==> src/rtl/sram_march_tester.sv <==
`default_nettype none
// ============================================================================
// Module   : sram_march_tester
// Purpose  : Built-in self-test master for the SRAM path. Drives an Avalon-MM
//            slave with a four-element March test (up W0; up R0/W1;
//            down R1/W0; up R0) and reports pass/fail with the first failure.
// Revision : 1.0 - initial release
// ============================================================================
module sram_march_tester #(
  parameter int                ADDR_W     = 18,
  parameter int                DATA_W     = 16,
  parameter logic [DATA_W-1:0] PATTERN    = 16'hA5A5,
  parameter int                LAST_ADDR  = 2**ADDR_W-1,
  parameter int                RD_TIMEOUT = 64
) (
  input  logic              clk_i,
  input  logic              rst_n_i,
  input  logic              start_i,
  output logic              busy_o,
  output logic              done_o,
  output logic              pass_o,
  output logic              timeout_o,
  output logic [ADDR_W-1:0] err_addr_o,
  output logic [DATA_W-1:0] err_exp_o,
  output logic [DATA_W-1:0] err_got_o,
  output logic [ADDR_W-1:0] amm_address_o,
  output logic              amm_read_o,
  output logic              amm_write_o,
  output logic [DATA_W-1:0] amm_writedata_o,
  input  logic [DATA_W-1:0] amm_readdata_i,
  input  logic              amm_readdatavalid_i,
  input  logic              amm_waitrequest_i
);

  localparam logic [ADDR_W-1:0] c_last_addr = ADDR_W'(LAST_ADDR);
  localparam int                c_cnt_w     = $clog2(RD_TIMEOUT + 1);
  localparam logic [c_cnt_w-1:0] c_tmo      = c_cnt_w'(RD_TIMEOUT);
  localparam logic [DATA_W-1:0] c_pat0      = PATTERN;
  localparam logic [DATA_W-1:0] c_pat1      = ~PATTERN;

  localparam logic [2:0] c_st_idle    = 3'd0;
  localparam logic [2:0] c_st_write   = 3'd1;
  localparam logic [2:0] c_st_read    = 3'd2;
  localparam logic [2:0] c_st_wait_rd = 3'd3;
  localparam logic [2:0] c_st_advance = 3'd4;
  localparam logic [2:0] c_st_finish  = 3'd5;

  logic [2:0]          state_q, state_d;
  logic [1:0]          elem_q, elem_d;
  logic [ADDR_W-1:0]   addr_q, addr_d;
  logic [c_cnt_w-1:0]  cnt_q, cnt_d;
  logic                busy_q, busy_d;
  logic                done_q, done_d;
  logic                pass_q, pass_d;
  logic                timeout_q, timeout_d;
  logic [ADDR_W-1:0]   err_addr_q, err_addr_d;
  logic [DATA_W-1:0]   err_exp_q, err_exp_d;
  logic [DATA_W-1:0]   err_got_q, err_got_d;

  // Element-dependent constants: element 2 runs downward and expects ~P,
  // element 1 writes ~P, everything else uses the background word P.
  logic              w_desc;
  logic              w_elem_end;
  logic [DATA_W-1:0] w_exp;
  logic [DATA_W-1:0] w_wdata;

  assign w_desc     = (elem_q == 2'd2);
  assign w_elem_end = w_desc ? (addr_q == '0) : (addr_q == c_last_addr);
  assign w_exp      = (elem_q == 2'd2) ? c_pat1 : c_pat0;
  assign w_wdata    = (elem_q == 2'd1) ? c_pat1 : c_pat0;

  // State and datapath registers; reset drops any request immediately.
  always_ff @(posedge clk_i or negedge rst_n_i) begin
    if (!rst_n_i) begin
      state_q    <= c_st_idle;
      elem_q     <= 2'd0;
      addr_q     <= '0;
      cnt_q      <= '0;
      busy_q     <= 1'b0;
      done_q     <= 1'b0;
      pass_q     <= 1'b0;
      timeout_q  <= 1'b0;
      err_addr_q <= '0;
      err_exp_q  <= '0;
      err_got_q  <= '0;
    end else begin
      state_q    <= state_d;
      elem_q     <= elem_d;
      addr_q     <= addr_d;
      cnt_q      <= cnt_d;
      busy_q     <= busy_d;
      done_q     <= done_d;
      pass_q     <= pass_d;
      timeout_q  <= timeout_d;
      err_addr_q <= err_addr_d;
      err_exp_q  <= err_exp_d;
      err_got_q  <= err_got_d;
    end
  end

  // Next-state logic: march sequencing, read checking and result capture.
  // Entering FINISH clears busy and sets done together so both flip on the
  // same cycle.
  always_comb begin
    state_d    = state_q;
    elem_d     = elem_q;
    addr_d     = addr_q;
    cnt_d      = cnt_q;
    busy_d     = busy_q;
    done_d     = done_q;
    pass_d     = pass_q;
    timeout_d  = timeout_q;
    err_addr_d = err_addr_q;
    err_exp_d  = err_exp_q;
    err_got_d  = err_got_q;
    case (state_q)
      c_st_idle: begin
        if (start_i) begin
          busy_d     = 1'b1;
          done_d     = 1'b0;
          pass_d     = 1'b0;
          timeout_d  = 1'b0;
          err_addr_d = '0;
          err_exp_d  = '0;
          err_got_d  = '0;
          elem_d     = 2'd0;
          addr_d     = '0;
          state_d    = c_st_write;
        end
      end
      c_st_write: begin
        if (!amm_waitrequest_i) state_d = c_st_advance;
      end
      c_st_read: begin
        if (!amm_waitrequest_i) begin
          cnt_d   = '0;
          state_d = c_st_wait_rd;
        end
      end
      c_st_wait_rd: begin
        if (amm_readdatavalid_i) begin
          if (amm_readdata_i == w_exp) begin
            state_d = (elem_q == 2'd3) ? c_st_advance : c_st_write;
          end else begin
            err_addr_d = addr_q;
            err_exp_d  = w_exp;
            err_got_d  = amm_readdata_i;
            pass_d     = 1'b0;
            busy_d     = 1'b0;
            done_d     = 1'b1;
            state_d    = c_st_finish;
          end
        end else if (cnt_q == c_tmo) begin
          timeout_d  = 1'b1;
          err_addr_d = addr_q;
          err_exp_d  = w_exp;
          err_got_d  = '0;
          pass_d     = 1'b0;
          busy_d     = 1'b0;
          done_d     = 1'b1;
          state_d    = c_st_finish;
        end else begin
          cnt_d = cnt_q + 1'b1;
        end
      end
      c_st_advance: begin
        if (w_elem_end) begin
          if (elem_q == 2'd3) begin
            pass_d  = 1'b1;
            busy_d  = 1'b0;
            done_d  = 1'b1;
            state_d = c_st_finish;
          end else begin
            // Elements 1..3 all open with a read; only element 2 starts high.
            elem_d  = elem_q + 2'd1;
            addr_d  = (elem_q == 2'd1) ? c_last_addr : '0;
            state_d = c_st_read;
          end
        end else begin
          addr_d  = w_desc ? (addr_q - 1'b1) : (addr_q + 1'b1);
          state_d = (elem_q == 2'd0) ? c_st_write : c_st_read;
        end
      end
      c_st_finish: state_d = c_st_idle;
      default:     state_d = c_st_idle;
    endcase
  end

  // Output decode: bus strobes follow the state directly, so they are held
  // through waitrequest and vanish as soon as reset clears the state.
  always_comb begin
    busy_o          = busy_q;
    done_o          = done_q;
    pass_o          = pass_q;
    timeout_o       = timeout_q;
    err_addr_o      = err_addr_q;
    err_exp_o       = err_exp_q;
    err_got_o       = err_got_q;
    amm_write_o     = (state_q == c_st_write);
    amm_read_o      = (state_q == c_st_read);
    amm_address_o   = '0;
    amm_writedata_o = '0;
    if ((state_q == c_st_write) || (state_q == c_st_read)) amm_address_o = addr_q;
    if (state_q == c_st_write) amm_writedata_o = w_wdata;
  end

endmodule
`default_nettype wire

==> config.mk <==
export PLATFORM = sky130hd
export DESIGN_NAME = sram_march_tester
export DESIGN_NICKNAME = d
export VERILOG_FILES = /design/src/rtl/sram_march_tester.sv
export SDC_FILE = /design/constraint.sdc
export NUM_CORES = 1
export LEC_CHECK = 0
export CORE_MARGIN = 2
export CORE_UTILIZATION = 40
export CTS_CLUSTER_SIZE = 25
export DETAILED_ROUTE_END_ITERATION = 10
export HOLD_SLACK_MARGIN = 0.08
export PLACE_DENSITY = 0.68
export SLEW_MARGIN = 5
export SYNTH_ARGS = -nofsm -noshare
export SYNTH_HDL_FRONTEND = slang
export SYNTH_SLANG_ARGS = --single-unit
==> constraint.sdc <==
create_clock -name clk_i -period 3.78 [get_ports clk_i]
set_input_delay 0.945 -clock clk_i [delete_from_list [all_inputs] [get_ports clk_i]]
set_output_delay 0.945 -clock clk_i [all_outputs]
set_load 0.01 [all_outputs]
==> results.json <==
{
  "status": "finished clean",
  "htreeDepth": 3,
  "synth_edf_count": 0,
  "clock_latency_ps": 340,
  "overflow": 0,
  "finalNetCount": 715,
  "final_max_slew_viol_count": 0,
  "grtUsageTotal": 0.221,
  "cts_resized": 0,
  "worst-r2r-setup-slack_ps": 470,
  "ys_async_sr_fraction": 1.00,
  "crit_end": "amm_address_o[17]",
  "grt_pass1_wl_um": 23500,
  "yosysWarnings": 0,
  "setup_viol": 0,
  "start_kind": "flop",
  "synthFlopType": "dfrtp_1",
  "syn_area_per_cell_um2": 8.00,
  "ys_types": 75,
  "wire_per_inst_um": 16.7,
  "drv_cap": 0,
  "clk_path_buf_depth": 2,
  "nFillCells": 1127,
  "gr-usage-met3": 0.0405,
  "critPathRequiredTime_ps": 2830,
  "ios": 111,
  "r2r_cells": 11,
  "arrival_ps": 2600,
  "placementRows": 40,
  "drt-initial-drc-count": 464,
  "postCtsSetupRepairBufs": 0,
  "preCtsSetupSlack_ps": 429,
  "start_util": 0.414,
  "syn_nets": 659,
  "dr.pass1.iters": 5,
  "total_power_uw": 2660,
  "fin_tns_setup_ps": 0,
  "cp_slowest_cell": "nor2_1",
  "setup_ws_ps": 238,
  "post-route-min-period_ps": 3540,
  "dpl.hpwl_um": 10400,
  "crit_start": "state_q[0]$_DFFE_PN0P_",
  "r2r_end": "addr_q[12]$_DFFE_PN0P_",
  "grt_use_met1": 0.298,
  "cpLargestDelayFamily": "simple AND/OR/NAND/NOR gates",
  "grt_antenna_before_repair": 0,
  "critical_path_buf_inv_count": 1,
  "grt_pass1_vias": 4632,
  "clk_pin_slew_ps": 60,
  "relSlewSlack": 0.229,
  "drive_gt1_frac": 0.0709,
  "finalCritPeriodShare": 0.937,
  "ir_drop_uv": 346,
  "tightest_slew_ps": 1150,
  "fin_skew_ps": 6.75,
  "core_area_um2": 12200,
  "vias": 4910,
  "synthCells": 630,
  "vias_per_cell": 5.72,
  "path_max_fanout": 13,
  "wirelength_um": 14300,
  "portBuffers": 110,
  "cts_tree": "yes",
  "holdPathStages": 2,
  "cp.depth": 4,
  "die_w_um": 116,
  "hold_buffers": 0,
  "hp-class": "reg2reg",
  "cp-end-kind": "output port",
  "cpPeakStageDelay_ps": 700,
  "r2r_start": "elem_q[0]$_DFFE_PN0P_",
  "n_antenna_cell": 0,
  "grt.busiest_layer": "met2",
  "clock.fmax_ghz": 0.282,
  "cts_buffers": 9,
  "grt_start_max_net_pins": 55,
  "clkSinkCount": 70,
  "fp.dieH_um": 116,
  "hold_slack_ps": 475,
  "hold_viol": 0,
  "power_leakage_uw": 0.00257,
  "syn_to_final_growth_pct": 26.2,
  "die-area_um2": 13500,
  "place_area_um2": 6040,
  "syn_area_um2": 5040,
  "stdcell_area_um2": 6360,
  "rsz0062_at_grt": "false",
  "synth_seq_cells": 70,
  "yosysSeqAreaShare": 0.348,
  "drc": 0,
  "gp_congestion": 0.898,
  "crit_chain": "xnor2_1, nor2_1, and2_1, clkdlybuf4s50_1",
  "ant_nets": 0,
  "grt_use_met2": 0.347,
  "worst-setup-path-type": "reg2out",
  "powerDensity_nw_per_um2": 417,
  "cts_root_buf": "clkbuf_16"
}
[worst register-to-register path, stage by stage (launching register included)]
cell and delay (ps):
dfrtp_1 420, inv_1 180, ha_1 440, xor2_1 130
ha_1 260, nor3b_1 160, o21ai_0 390, a21oi_1 190
o2111a_1 280, a311oi_1 340, mux2i_1 130, a211o_1 270
[cells in the final DEF (no fill, tap or decap), drive strengths merged, types with 5 or more instances in the layout]
master / n
nand4: 8
xnor2: 8
or4: 5
nand3: 29
dfrtp: 70
inv: 16
o22ai: 6
nand3b: 5
nor2: 39
mux2i: 6
xor2: 6
ha: 8
o21ai: 67
nor4: 6
clkdlybuf4s50: 109
or3: 6
clkbuf: 11
o31ai: 12
a211oi: 5
o21a: 7
and3: 10
nor3: 21
and2: 17
a21oi: 26
nand2: 95
buf: 15
[area by class of cell]
type	count	area [um^2]	area share
clock inverter	5	81.3	0.0128
sequential	70	1750	0.275
timing repair buffer	124	1210	0.191
tap	168	210	0.0330
clock buffer	11	243	0.0382
inverter	15	56.3	0.00885
multi-input combinational	466	2810	0.441
[synth_stat cells, types with 5 or more instances]
cell      instances  share of area
a211oi_1          5         0.0075
a21oi_1          25          0.025
and2_1           15          0.019
and3_1           10          0.012
buf_2            15          0.015
buf_4            28          0.042
clkbuf_1         33          0.025
dfrtp_1          70           0.35
ha_1              8          0.020
inv_1            15          0.011
mux2i_1           6          0.012
nand2_1          95          0.071
nand3_1          29          0.029
nand3b_1          5         0.0075
nand4_1           8         0.0099
nor2_1           39          0.029
nor3_1           19          0.019
nor4_1            6         0.0075
o21a_1            7          0.010
o21ai_0          64          0.064
o22ai_1           5         0.0062
o31ai_1          12          0.018
or3_1             6         0.0075
xnor2_1           8          0.014
xor2_1            6          0.010
[registers in the layout, summed over array words and instances (netlist names)]
signal	cells
done_o	1
busy_o	1
timeout_o	1
err_got_o	16
addr_q	18
cnt_q	7
elem_q	2
pass_o	1
state_q	3
err_addr_o	18
err_exp_o	2
[power breakdown]
group          internal [uW]  switching, uW
Clock                    597            334
Sequential               785           96.0
Combinational            352            492
[metal layers]
metal  vias up  routed length (um)
met5         -                   0
met1      2328                6500
met3        37                 966
met4         0                 396
li1       2333                   -
met2       212                6480
[metrics by stage]
| stage | utilization | std cells |
|---|---|---|
| floorplan | - | 630 |
| global placement | 0.496 | 843 |
| detailed placement | 0.496 | 843 |
| CTS | 0.523 | 859 |
| global route | 0.523 | 859 |
| finish | 0.523 | 859 |
[how the worst min path moves through the flow]
stage                          startpoint                    endpoint  slack, ps
2_1_floorplan        cnt_q[6]$_DFFE_PN0P_        cnt_q[6]$_DFFE_PN0P_        500
3_3_place_gp    err_addr_o[9]$_DFFE_PN0P_   err_addr_o[9]$_DFFE_PN0P_        460
3_5_place_dp   err_addr_o[10]$_DFFE_PN0P_  err_addr_o[10]$_DFFE_PN0P_        470
4_1_cts        err_addr_o[10]$_DFFE_PN0P_  err_addr_o[10]$_DFFE_PN0P_        480
5_1_grt         err_addr_o[9]$_DFFE_PN0P_   err_addr_o[9]$_DFFE_PN0P_        490
6_report        err_addr_o[6]$_DFFE_PN0P_   err_addr_o[6]$_DFFE_PN0P_        480
[cells by family after synthesis]
family	share of synthesized area
buffers and inverters	0.0961
xor gates and xnor gates	0.0243
AOI/OAI and AO/OA	0.229
DFF	0.348
and+or+nand+nor	0.264
muxes	0.0186
adders and majority gates	0.0199
No activity file was read; power rests on OpenSTA's default activity.
==> patch (same settings) <==
`addr_q` no longer has a reset.
--- a/src/rtl/sram_march_tester.sv
+++ b/src/rtl/sram_march_tester.sv
@@ -76,3 +76,2 @@
       elem_q     <= 2'd0;
-      addr_q     <= '0;
       cnt_q      <= '0;
@@ -88,3 +87,2 @@
       elem_q     <= elem_d;
-      addr_q     <= addr_d;
       cnt_q      <= cnt_d;
@@ -98,2 +96,6 @@
     end
+  end
+
+  always_ff @(posedge clk_i) begin
+    addr_q <= addr_d;
   end
Formal check against the unedited RTL: no difference found for any inputs over 10 cycles, from zero or initial values and one cycle with rst_n_i low; that may be too few to reach the edited logic, so the function may still have changed.
==> patch against the unedited design <==
- die area decreased by 2.2%
- final area is 2.2% lower
- critical path depth did not move
- worst setup slack gained 0.18 ns
- routed wire length is 4.6% lower
- register-to-register slack better by 0.21 ns
- fmax is 5.4% higher
- sequential cell count is the same
- synthesized area shrank 2.2%
Power is not compared: it rests on default switching activity, and its combinational part moved more than twofold at a synthesized area within 25%.
==> patch: results (changes against the unedited design) <==
The post-detailed-placement cell area is 5870 µm² (was 6040 µm²), and the area added between synthesis and finish is 26.2% (about the same). The met2 wire length is 6320 µm (was 6480 µm), and the total half-perimeter wirelength after legalization and detailed placement is 9530 µm (was 10,400 µm). The tools report the number of nets in the layout as 634 (was 715). Largest cells by area after synthesis: dfrtp_1 (26%), edfxtp_1 (11%), o21ai_0 (7.4%) (was dfrtp_1 (35%), nand2_1 (7.1%), o21ai_0 (6.4%)).

The switching power of the nets was 1.94 mW; the overall track demand over capacity in global routing was 0.207 (was 0.221). The wire length of the first global-routing pass was 21,900 µm (was 23,500 µm); the largest net degree at the start of global routing was 54 (was 55). CTS root buffer: clkbuf_16 (unchanged). Top post-synthesis cells by count: o21ai_0 (73), dfrtp_1 (52), nand2_1 (41) (was nand2_1 (95), dfrtp_1 (70), o21ai_0 (64)). The worst clock skew was 0.00598 ns (was 0.00675 ns). The type of the most critical hold path was reg2reg (unchanged). The wire length on met3 is 860 µm (was 966 µm), and the peak fanout along the critical path is 12 (was 13). The run gives 9 (unchanged) as the number of buffers created by CTS. The number of pins exceeding their max-slew limit in the final report was 0 (unchanged). The sequential share of the synthesized area is 0.374 (was 0.348). The flow ran to the end, and the final reports show no timing, DRC or antenna violations. The via-per-instance ratio is 5.83 (was 5.72), and the clock edge transition at the registers on the reported setup and hold paths is 0.06 ns (about the same). The logs give 0.907 (was 0.898) for the final RePlAce weighted congestion and 2.42 ns (was 2.60 ns) for the arrival time reported for the critical path endpoint. The tools report the number of different library cells in the post-synthesis netlist as 69 (was 75). The yosys synthesis warning count was 0 (unchanged).

The logs give 4,138 (was 4,632) for the number of global-route vias before repair and 0 (unchanged) for the initial antenna violation count. The run gives 578 (was 659) as the synthesized netlist net count. The proportion of layout cells with a drive suffix above 1 was 0.0803 (was 0.0709); the worst ir drop on vdd was 0.306 mV.

The number of design-rule violations left by the first detailed-router iteration was 496 (was 464). The number of enable-type register cells in the synthesized netlist is 18 (was 0). The highest routed metal layer is met4 (unchanged). The count of filler cells inserted in the layout is 1,101 (was 1,127), and the detailed-routing wirelength on met1 is 6320 µm (was 6500 µm).

The average wire length per cell after detail routing came out at 18.1 µm (was 16.7 µm). The tools report the number of antenna repair diodes as 0 (unchanged). The buffer depth of the longest clock path was 2 (unchanged); the share of flip-flops with an asynchronous set or reset after synthesis was 0.743 (was 1.00). Number of buffers inserted by port buffering: 110 (unchanged). The max-slew headroom at the worst pin was 0.367 (was 0.229). For this design the static power due to leakage is 2.40 nW.
==> patch: cell count changes after synthesis, moves of 8 or more <==
cell / change
o21a_1: +14
edfxtp_1: +18
dfrtp_1: -18
o21ai_0: +9
nor2_1: -18
nand2_1: -54
nand3_1: -23
a21oi_1: -13
xor2_1: +8
xnor2_1: +11
a31o_1: +9
a31o_2: +8
==> patch: critical path, stage by stage (launching register included) <==
cell	delay, ns
dfrtp_1	0.62
inv_1	0.19
nor3_1	0.37
and2_1	0.31
clkdlybuf4s50_1	0.59
==> patch: cell families after synthesis <==
family                     share of synthesized area
buffers and inverters                         0.0965
AOI/OAI and AO/OA                              0.240
adders and majority gates                     0.0203
DFF                                            0.374
and+or+nand+nor                                0.205
xor gates and xnor gates                      0.0587
muxes                                        0.00610
==> patch: worst paths after layout <==
check / from / end / slack [ns] / cells past startpoint
max: state_q[0] / amm_writedata_o[1] / 0.42 / 4
min: busy_o / busy_o / 0.50 / 1
max reg2reg: elem_q[0] / addr_q[17] / 0.68 / 9
min reg2reg: busy_o / busy_o / 0.50 / 1
max in group asynchronous: rst_n_i / err_addr_o[13] / 2.47 / 2
min in group asynchronous: rst_n_i / cnt_q[0] / 0.62 / 1
==> patch: per-stage QoR <==
step                       util  worst slack (ns)  total power, mW  std cells  hold WS (ns)
after global routing      0.518             0.188             4.98        757         0.535
after CTS                 0.518             0.386             4.70        757         0.502
after global placement    0.489             0.568             3.67        741         0.471
after floorplan               -             0.496             2.76        549         0.509
after detailed placement  0.489             0.506             3.71        741         0.488
final                     0.518             0.418             4.69        757         0.504
==> patch: power groups by stage <==
stage	logic [mW]	clock network, mW	registers (mW)
after floorplan	1.52	0	1.24
after global placement	2.22	0	1.45
after detailed placement	2.26	0	1.45
after CTS	2.27	0.978	1.45
after global routing	2.47	1.01	1.50
final	2.27	0.967	1.45
==> patch: metal layers <==
layer | up-vias | GRT usage
met5 | - | 0
met4 | 0 | 0.0498
met3 | 23 | 0.0395
met2 | 163 | 0.331
met1 | 2134 | 0.292
li1 | 2094 | -
==> patch: area by class of cell <==
type                    count  share of cell area
multi-input cells         392               0.421
flip-flops and latches     70               0.296
repair buffers            120               0.190
clock buffers              12              0.0465
well taps                 147              0.0296
clock inverters             4             0.00905
inverters                  12             0.00724
